<file path="config.mk">
export PLATFORM = sky130hd
export DESIGN_NAME = pixel_cost_function
export DESIGN_NICKNAME = d
export VERILOG_FILES = /design/src/rtl/pixel_cost_function_pkg.sv /design/src/rtl/pixel_cost_function_channel_cost.sv /design/src/rtl/pixel_cost_function.sv
export SDC_FILE = /design/constraint.sdc
export NUM_CORES = 1
export LEC_CHECK = 0
export CAP_MARGIN = 0
export CORE_ASPECT_RATIO = 1.75
export CORE_MARGIN = 5
export CORE_UTILIZATION = 48
export DETAILED_ROUTE_END_ITERATION = 10
export GPL_TIMING_DRIVEN = 0
export PLACE_DENSITY = 0.83
export SYNTH_ARGS = -nofsm -noshare
export SYNTH_HDL_FRONTEND = slang
export SYNTH_SLANG_ARGS = --single-unit
</file>
<file path="constraint.sdc">
create_clock -name clk -period 2.05 [get_ports clk]
set_input_delay 0.205 -clock clk [delete_from_list [all_inputs] [get_ports clk]]
set_output_delay 0.205 -clock clk [all_outputs]
set_load 0.01 [all_outputs]
</file>
<file path="src/rtl/pixel_cost_function_pkg.sv">
// Purpose: shared field layout, cost width/limit and default weights for pixel_cost_function.
// Latency: n/a (constants only).
// Backpressure: n/a.
package pixel_cost_function_pkg;

  // Packed RGB 3:3:3 pixel layout
  localparam int PIX_W = 9;
  localparam int CH_W  = 3;
  localparam int R_LSB = 6;
  localparam int G_LSB = 3;
  localparam int B_LSB = 0;

  // Full-scale intensity of one channel
  localparam int CH_MAX = (1 << CH_W) - 1;

  // Cost representation
  localparam int COST_W   = 9;
  localparam int COST_MAX = 511;

  // Default weights
  localparam int DEFAULT_PRIMARY_WEIGHT = 64;
  localparam int DEFAULT_CROSS_WEIGHT   = 4;
  localparam int DEFAULT_BLACK_COST     = 511;

endpackage

</file>
<file path="src/rtl/pixel_cost_function_channel_cost.sv">
// Purpose: saturated cost of drawing a pixel with one laser, from target and the two other intensities.
// Latency: combinational, zero cycles.
// Backpressure: none; output follows the inputs continuously.
module channel_cost
  import pixel_cost_function_pkg::*;
#(
  parameter int PRIMARY_WEIGHT = DEFAULT_PRIMARY_WEIGHT,
  parameter int CROSS_WEIGHT   = DEFAULT_CROSS_WEIGHT
) (
  input  logic [CH_W-1:0]   target,
  input  logic [CH_W-1:0]   other1,
  input  logic [CH_W-1:0]   other2,
  output logic [COST_W-1:0] cost
);

  localparam logic [31:0] PW  = 32'(PRIMARY_WEIGHT);
  localparam logic [31:0] CW  = 32'(CROSS_WEIGHT);
  localparam logic [31:0] MAX = 32'(COST_MAX);
  localparam logic [31:0] FS  = 32'(CH_MAX);

  logic [31:0] raw;

  // Weighted missing-primary plus cross-channel spill, clamped at COST_MAX (never wraps)
  always_comb begin
    raw  = PW * (FS - 32'(target)) + CW * (32'(other1) + 32'(other2));
    cost = (raw > MAX) ? COST_W'(COST_MAX) : raw[COST_W-1:0];
  end

endmodule

</file>
<file path="src/rtl/pixel_cost_function.sv">
// Purpose: per-pixel red/green/blue laser draw costs with a fixed cost for black pixels.
// Latency: 1 cycle from pixel_valid/pixel_data to cost_valid/costs.
// Backpressure: none; one pixel accepted every cycle, costs hold while pixel_valid is low.
module pixel_cost_function
  import pixel_cost_function_pkg::*;
#(
  parameter int PRIMARY_WEIGHT = DEFAULT_PRIMARY_WEIGHT,
  parameter int CROSS_WEIGHT   = DEFAULT_CROSS_WEIGHT,
  parameter int BLACK_COST     = DEFAULT_BLACK_COST
) (
  input  logic              clk,
  input  logic              reset_n,
  input  logic              pixel_valid,
  input  logic [PIX_W-1:0]  pixel_data,
  output logic [COST_W-1:0] pixel_red_cost,
  output logic [COST_W-1:0] pixel_green_cost,
  output logic [COST_W-1:0] pixel_blue_cost,
  output logic              cost_valid
);

  localparam logic [COST_W-1:0] BLACK = COST_W'(BLACK_COST);

  logic [CH_W-1:0]   r, g, b;
  logic [COST_W-1:0] r_cost, g_cost, b_cost;
  logic [COST_W-1:0] r_next, g_next, b_next;
  logic              is_black;

  assign r = pixel_data[R_LSB +: CH_W];
  assign g = pixel_data[G_LSB +: CH_W];
  assign b = pixel_data[B_LSB +: CH_W];

  channel_cost #(.PRIMARY_WEIGHT(PRIMARY_WEIGHT), .CROSS_WEIGHT(CROSS_WEIGHT))
    u_red   (.target(r), .other1(g), .other2(b), .cost(r_cost));
  channel_cost #(.PRIMARY_WEIGHT(PRIMARY_WEIGHT), .CROSS_WEIGHT(CROSS_WEIGHT))
    u_green (.target(g), .other1(r), .other2(b), .cost(g_cost));
  channel_cost #(.PRIMARY_WEIGHT(PRIMARY_WEIGHT), .CROSS_WEIGHT(CROSS_WEIGHT))
    u_blue  (.target(b), .other1(r), .other2(g), .cost(b_cost));

  // Black pixel overrides the weighted cost on all three lasers
  always_comb begin
    is_black = (pixel_data == '0);
    r_next   = is_black ? BLACK : r_cost;
    g_next   = is_black ? BLACK : g_cost;
    b_next   = is_black ? BLACK : b_cost;
  end

  // Output registers: capture on valid, hold otherwise; reset drops any in-flight pixel
  always_ff @(posedge clk or negedge reset_n) begin
    if (!reset_n) begin
      cost_valid       <= 1'b0;
      pixel_red_cost   <= '1;
      pixel_green_cost <= '1;
      pixel_blue_cost  <= '1;
    end else begin
      cost_valid <= pixel_valid;
      if (pixel_valid) begin
        pixel_red_cost   <= r_next;
        pixel_green_cost <= g_next;
        pixel_blue_cost  <= b_next;
      end
    end
  end

endmodule

</file>
### Word-level counts from Yosys, hierarchy flattened

Cells that the tools add are included.

* bitwise gates (word level): 0
* $mul: 0
* div/mod/pow operators: 0
* mux-type cells: 6
* shifts and indexed selects: 0
* equal/unequal tests: 0
* order comparisons: 3
* add/subtract/negate cells: 9
* reductions and logical operators: 1

Operator list (number)
* adder 32 bit: 3
* greater-than comparator 32 x 9 -> 1 bit, second input constant: 3
* two-way mux 9 bit: 6
* adder 3 x 3 -> 4 bit: 3
* subtractor 3 x 3 -> 4 bit, first input constant: 3
* zero test 9 bit: 1

* latch bits: 0
* input port bits: 12
* register bits after elaboration: 28
* memories: 0
* bits in writable memories: 0
* logic and storage cells: 23
* bits in read-only memories: 0

### Logic depth before layout (Yosys ltp)

Gate-level depths: netlist of the first run.

* depth in word-level cells: 5
* depth in mapped cells: 4

### Modules after synthesis

A second synthesis of the first run with hierarchy kept.

* cell total of the unflattened synthesis: 151
* area, all modules: 1780.5 um2

By module, submodules not included
* pixel_cost_function: cells an instance 97, instances 1, sequential area each 734.5 um2, area each 1405.1 um2
* channel_cost: cells an instance 18, instances 3, sequential area each 0.0 um2, area each 125.1 um2

### Worst setup path after synthesis of the first run

OpenSTA, ideal clock, no wires.

* path kind: input to register
* from: in pixel_data[3]
* to: reg pixel_blue_cost[4]
* path slack: 897 ps
* cell stages on the path: 4
* path buffers: 0
* arrival time: 1077 ps
* cells stage by stage: ha_1 -> fa_1 -> xnor2_1 -> a31oi_2

* word-level cells in the longest chain between the ends: 5
* elaborated cells on any way between the ends: 6

RTL lines
* from (decl): line pixel_cost_function.sv:14 `input logic [PIX_W-1:0] pixel_data,`
* adder 3 x 3 -> 4 bit: line pixel_cost_function_channel_cost.sv:25 `raw = PW * (FS - 32'(target)) + CW * (32'(other1) + 32'(other2));`
* adder 32 bit: line pixel_cost_function_channel_cost.sv:25
* greater-than comparator 32 x 9 -> 1 bit: line pixel_cost_function_channel_cost.sv:26 `cost = (raw > MAX) ? COST_W'(COST_MAX) : raw[COST_W-1:0];`
* two-way mux 9 bit: line pixel_cost_function_channel_cost.sv:26
* two-way mux 9 bit (*): line pixel_cost_function.sv:44 `b_next = is_black ? BLACK : b_cost;`
* to (signal assigned): line pixel_cost_function.sv:59 `pixel_blue_cost <= b_next;`
* to (decl): line pixel_cost_function.sv:17 `output logic [COST_W-1:0] pixel_blue_cost,`

Every way passes the cells marked *; elsewhere a longest branch is shown, timed or not.
A chain may end at the register's enable or synchronous reset.

==> flow_summary.yaml, run 1 <==
outcome:
  status: "finished, final reports clean"
final_layout:
  nFillCells: 194
  design_area_um2: 1690
  drive_above_1_share: 0.245
  syn_to_final_growth_pct: 38.4
  fin_nets: 176
  diodes: 0
critical_path:
  critPathLaunchType: "flop"
  crit_start: "pixel_red_cost[1]"
  rr_worst_depth: 2
  crit_arrival_ps: 1490
  timing.rr.end: "pixel_red_cost[2]"
  worst-setup-path-type: "reg2out"
  reg2reg_setup_slack_ps: 1210
  required_ps: 1850
  crit_path_end_kind: "output port"
  cp_max_fo: 7
  r2r_start: "pixel_red_cost[2]"
yosys:
  ys_seq_area_frac: 0.494
  synth_top_family_by_area: "adder cells"
  yosysWarnings: 0
  yosysTopAreaCell: "dfstp_2"
  synth_area_leaders: "dfstp_2 (47%), ha_1 (9.2%), mux2i_1 (7.4%)"
  synthMuxAreaShare: 0.0738
  synth_seq_cells: 23
  synth-simple-area-share: 0.0656
  synth_cell_types: 19
  syn-num-nets: 132
  synth_top_cell_area_share: 0.474
  synthAdderAreaFrac: 0.142
  synth_compound_area_frac: 0.102
  syn_inst: 108
  postSynthAreaPerCell_um2: 11.3
  synth_xor_xnor_area_share: 0.0215
  syn_area_um2: 1220
clock_tree:
  numClockSinks: 23
  h-tree-depth: 1
  cts_buffers: 3
  cts_resized: 0
  cts.path.max_buffers: 2
  post_cts.repair.setup_buffers: 0
  clk_root_buffer_cell: "clkbuf_8"
  cts_tree: "built"
  ctsHoldBuffers: 0
  cts.clk_slew.worst_paths_ps: 80
  clk_latency_ps: 260
timing:
  finalCritPeriodShare: 0.827
  hold_slack_ps: 393
  slew_violations: 0
  worst_pin_slew_ps: 954
  setup_viol: 0
  fin_ws_ps: 355
  fin_skew_ps: 0
  grt_setup_unrepaired: "no"
  fin_setup_tns_ps: 0
  relSlewSlack: 0.362
  fin_crit_ps: 1700
  timing.fmax_mhz: 590
  hold_viol: 0
floorplan:
  die_x_um: 48.1
  start_util: 0.495
  core_um2: 2460
  die_area_um2: 3690
  ios: 40
  rows: 24
  die_h_um: 76.7
detailed_routing:
  drt_wl_total_um: 2720
  ant_nets: 0
  post_drt_wl_per_cell_um: 15.4
  firstDrtPassIters: 4
  via_per_inst: 5.19
  post-route-drc-count: 0
  vias: 919
  drtIter0Drc: 14
placed_design:
  portBuffers: 39
  place.gp.congestion: 0.842
  dp_hpwl_um: 2130
  place_ws_ps: 247
  place_area_um2: 1640
hold_path:
  whs_endpoint: "cost_valid"
  min_from: "pixel_valid"
  whs_path_depth: 1
  hp-class: "in2reg"
global_route:
  grt_antenna_before_repair: 0
  grt_pass1_wl_um: 4520
  grt_usage: 0.166
  grt_pass1_vias: 1034
  overflow: 0
  grt_max_degree: 24
run:
  cap_violations: 0
power:
  irDropWorstVdd_v: 0.000493
  p_leak_nw: 0.768
  pwr_density_cell_nw_per_um2: 686
## worst max-delay path: stages (launching register included)
cell,delay (ps)
dfstp_2,580
buf_4,120
clkdlybuf4s50_1,530
## cell type report
| class | count | area [um2] | share of cell area |
|---|---|---|---|
| well taps | 26 | 32.5 | 0.0193 |
| clock buffers | 4 | 45.0 | 0.0267 |
| multi-input cells | 60 | 493 | 0.292 |
| plain buffers | 10 | 67.6 | 0.0400 |
| repair buffers | 39 | 390 | 0.231 |
| flip-flops and latches | 23 | 603 | 0.357 |
| inverters | 15 | 56.3 | 0.0334 |
## logic make-up after synthesis
kind of cell             after synthesis
AND/OR/NAND/NOR                       17
XOR/XNOR                               3
multiplexers                           9
AO/OA/AOI/OAI                         19
adder cells (fa/ha/maj)               12
flip-flops                            23
buffers and inverters                 25
## registers in the layout, indices dropped and copies added (netlist names)
signal / count
cost_valid: 1
pixel_blue_cost: 7
pixel_green_cost: 7
pixel_red_cost: 8
## per-stage QoR
stage	util	instances	total power, mW
finish	0.685	177	1.16
global route	0.685	177	1.22
CTS	0.685	177	1.18
detailed placement	0.667	173	0.889
global placement	0.667	173	0.877
floorplan	-	108	0.711
## placed cells by master (no fill, tap or decap)
cell and count:
a31oi_2 1, clkdlybuf4s50_1 39, inv_1 15, dfstp_2 22, clkbuf_8 3, xnor2_1 3, nand3_2 1, nor4_2 1
fa_1 3, nor3_1 1, a21o_1 3, dfrtp_1 1, nor2_1 14, a21oi_1 4, buf_2 3, clkbuf_1 2
buf_4 5, mux2i_1 9, a31oi_1 11, buf_6 1, ha_1 9
## power breakdown
group / leakage [nW] / switching (mW) / internal, mW
Combinational: 0.503 / 0.140 / 0.168
Sequential: 0.243 / 0.0274 / 0.544
Clock: 0.0228 / 0.141 / 0.139
Total: 0.768 / 0.308 / 0.850
## cells in the mapped netlist
master	instances
a21oi_1	4
a31oi_2	1
mux2i_1	9
dfrtp_1	1
a31oi_1	11
xnor2_1	3
nor4_2	1
nor2_1	14
buf_2	3
a21o_1	3
dfstp_2	22
buf_6	1
buf_4	5
fa_1	3
nor3_1	1
nand3_2	1
ha_1	9
inv_1	15
clkbuf_1	1
## worst max path at each step
| stage | slack [ps] | end |
|---|---|---|
| 3_5_place_dp | 250 | pixel_blue_cost[4] |
| 3_3_place_gp | 300 | pixel_green_cost[4] |
| 4_1_cts | 330 | pixel_green_cost[0] |
| 6_report | 350 | pixel_green_cost[0] |
| 5_1_grt | 290 | pixel_green_cost[0] |
| 2_1_floorplan | 900 | pixel_blue_cost[4] |
## metal layers
layer,share of wire,global-route usage,vias up
li1,-,-,441
met1,0.35,0.164,446
met2,0.59,0.317,25
met3,0.040,0.0164,7
met4,0.021,0.0566,0
met5,0,0,-
(Power assumes the default switching activity.)
==> run 2: changes to the inputs <==
CORE_UTILIZATION = 41   (was 48)
PLACE_DENSITY = 0.75   (was 0.83)
clock period = 1.45 ns   (was 2.05 ns; I/O delays follow)
==> flow_summary.yaml, run 2 (same netlist as run 1, synthesis figures left out) <==
outcome:
  status: "finished, final reports clean"
final_layout:
  largest_register_ffs: 8
  fin_nets: 179
  top_regs: "pixel_red_cost (8), pixel_blue_cost (7), pixel_green_cost (7)"
  syn_to_final_growth_pct: 39.3
  diodes: 0
  nFillCells: 272
  final_common_cell: "dlygate4sd2_1"
  drive_above_1_share: 0.279
  design_area_um2: 1700
  top_register: "pixel_red_cost"
  final_cells: 182
  final_cell_mix: "dlygate4sd2_1 (23), dfstp_2 (22), inv_1 (15)"
placed_design:
  place_area_um2: 1650
  dp_hpwl_um: 2240
  place.gp.congestion: 0.850
  dp_cells: 175
  portBuffers: 39
timing:
  slew_violations: 0
  grt_setup_unrepaired: "no"
  hold_slack_ps: 164
  timing.fmax_mhz: 720
  fin_crit_ps: 1390
  hold_viol: 0
  fin_skew_ps: 0
  finalCritPeriodShare: 0.958
  worst_pin_slew_ps: 1020
  fin_setup_tns_ps: 0
  setup_viol: 0
  relSlewSlack: 0.318
power:
  p_leak_nw: 0.863
  combPwrFrac: 0.242
  total_power_mw: 1.59
  p_sw_frac: 0.276
  irDropWorstVdd_v: 0.000640
  p_int_mw: 1.15
  clockPowerShare: 0.251
  pwr_density_cell_nw_per_um2: 934
  p_switching_uw: 438
  seq_power_share: 0.507
critical_path:
  crit_path_end_kind: "output port"
  worst-setup-path-type: "reg2out"
  crit_arrival_ps: 1240
  critPathLaunchType: "flop"
  required_ps: 1310
  cp_max_fo: 4
global_route:
  grt_pass1_vias: 1012
  grt_max_degree: 24
  grt_pass1_wl_um: 4560
  grt_antenna_before_repair: 0
  overflow: 0
  grt_usage: 0.145
clock_tree:
  clk_latency_ps: 260
  h-tree-depth: 1
  numClockSinks: 23
  cts_buffers: 3
  cts_tree: "built"
  clk_root_buffer_cell: "clkbuf_8"
  cts.path.max_buffers: 2
  cts.clk_slew.worst_paths_ps: 80
detailed_routing:
  met3WireLength_um: 120
  ant_nets: 0
  post_drt_wl_per_cell_um: 15.4
  drt_wl_total_um: 2800
  dr.max_layer_used: "met4"
  post-route-drc-count: 0
  via_per_inst: 5.01
  firstDrtPassIters: 4
  vias: 911
  wl_met1_um: 995
  drtIter0Drc: 33
  wl_met2_um: 1640
floorplan:
  core_um2: 2900
  die_x_um: 51.2
  start_util: 0.421
  rows: 26
  die_area_um2: 4210
  die_h_um: 82.2
  ios: 40
hold_path:
  hp-class: "in2reg"
run:
  cap_violations: 0
[run 2: power groups by stage]
stage	registers [mW]	clock network [mW]	logic, mW
2_1_floorplan	0.855	0	0.150
3_3_place_gp	0.814	0	0.428
3_5_place_dp	0.820	0	0.441
4_1_cts	0.806	0.404	0.392
5_1_grt	0.819	0.433	0.422
6_report	0.805	0.398	0.384
[run 2: layout make-up]
| type | instances | area, um2 | share of cell area |
|---|---|---|---|
| buffer | 10 | 67.6 | 0.0398 |
| inverter | 15 | 56.3 | 0.0331 |
| sequential | 23 | 603 | 0.355 |
| multi-input combinational | 60 | 498 | 0.293 |
| clock buffer | 4 | 45.0 | 0.0265 |
| tap | 28 | 35.0 | 0.0206 |
| timing repair buffer | 42 | 394 | 0.232 |
[run 2: path summary, 6_finish.rpt]
kind	from	end	slack, ps	depth (start not counted)
setup / recovery	pixel_red_cost[1]	pixel_red_cost[0]	60	3
hold / removal	pixel_data[0]	pixel_blue_cost[6]	160	2
setup reg to reg	pixel_red_cost[1]	pixel_red_cost[1]	470	4
hold reg to reg	pixel_red_cost[7]	pixel_red_cost[7]	470	2
max in group asynchronous	reset_n	cost_valid	400	1
min in group asynchronous	reset_n	cost_valid	440	1
[run 2: routing by layer]
layer | up-vias | track usage
li1 | 445 | -
met1 | 438 | 0.139
met2 | 23 | 0.295
met3 | 5 | 0.0197
met4 | 0 | 0.0656
met5 | - | 0
[run 2: per-stage QoR]
step	utilization	worst slack (ps)
3_3_place_gp	0.568	-251
2_1_floorplan	-	357
4_1_cts	0.580	10.4
6_report	0.587	61.1
5_1_grt	0.587	15.2
3_5_place_dp	0.568	-283
[run 2: what timing repair did]
action,CTS,global route
hold buffers,0,0
setup buffers,3,0
gates resized for setup,29,9
gates cloned,0,0
setup endpoints to repair,28,10
[run 2: worst max-delay path: stages, from the launching register on]
cell,delay [ps]
dfstp_2,560
buf_4,110
buf_4,90
clkdlybuf4s15_1,220
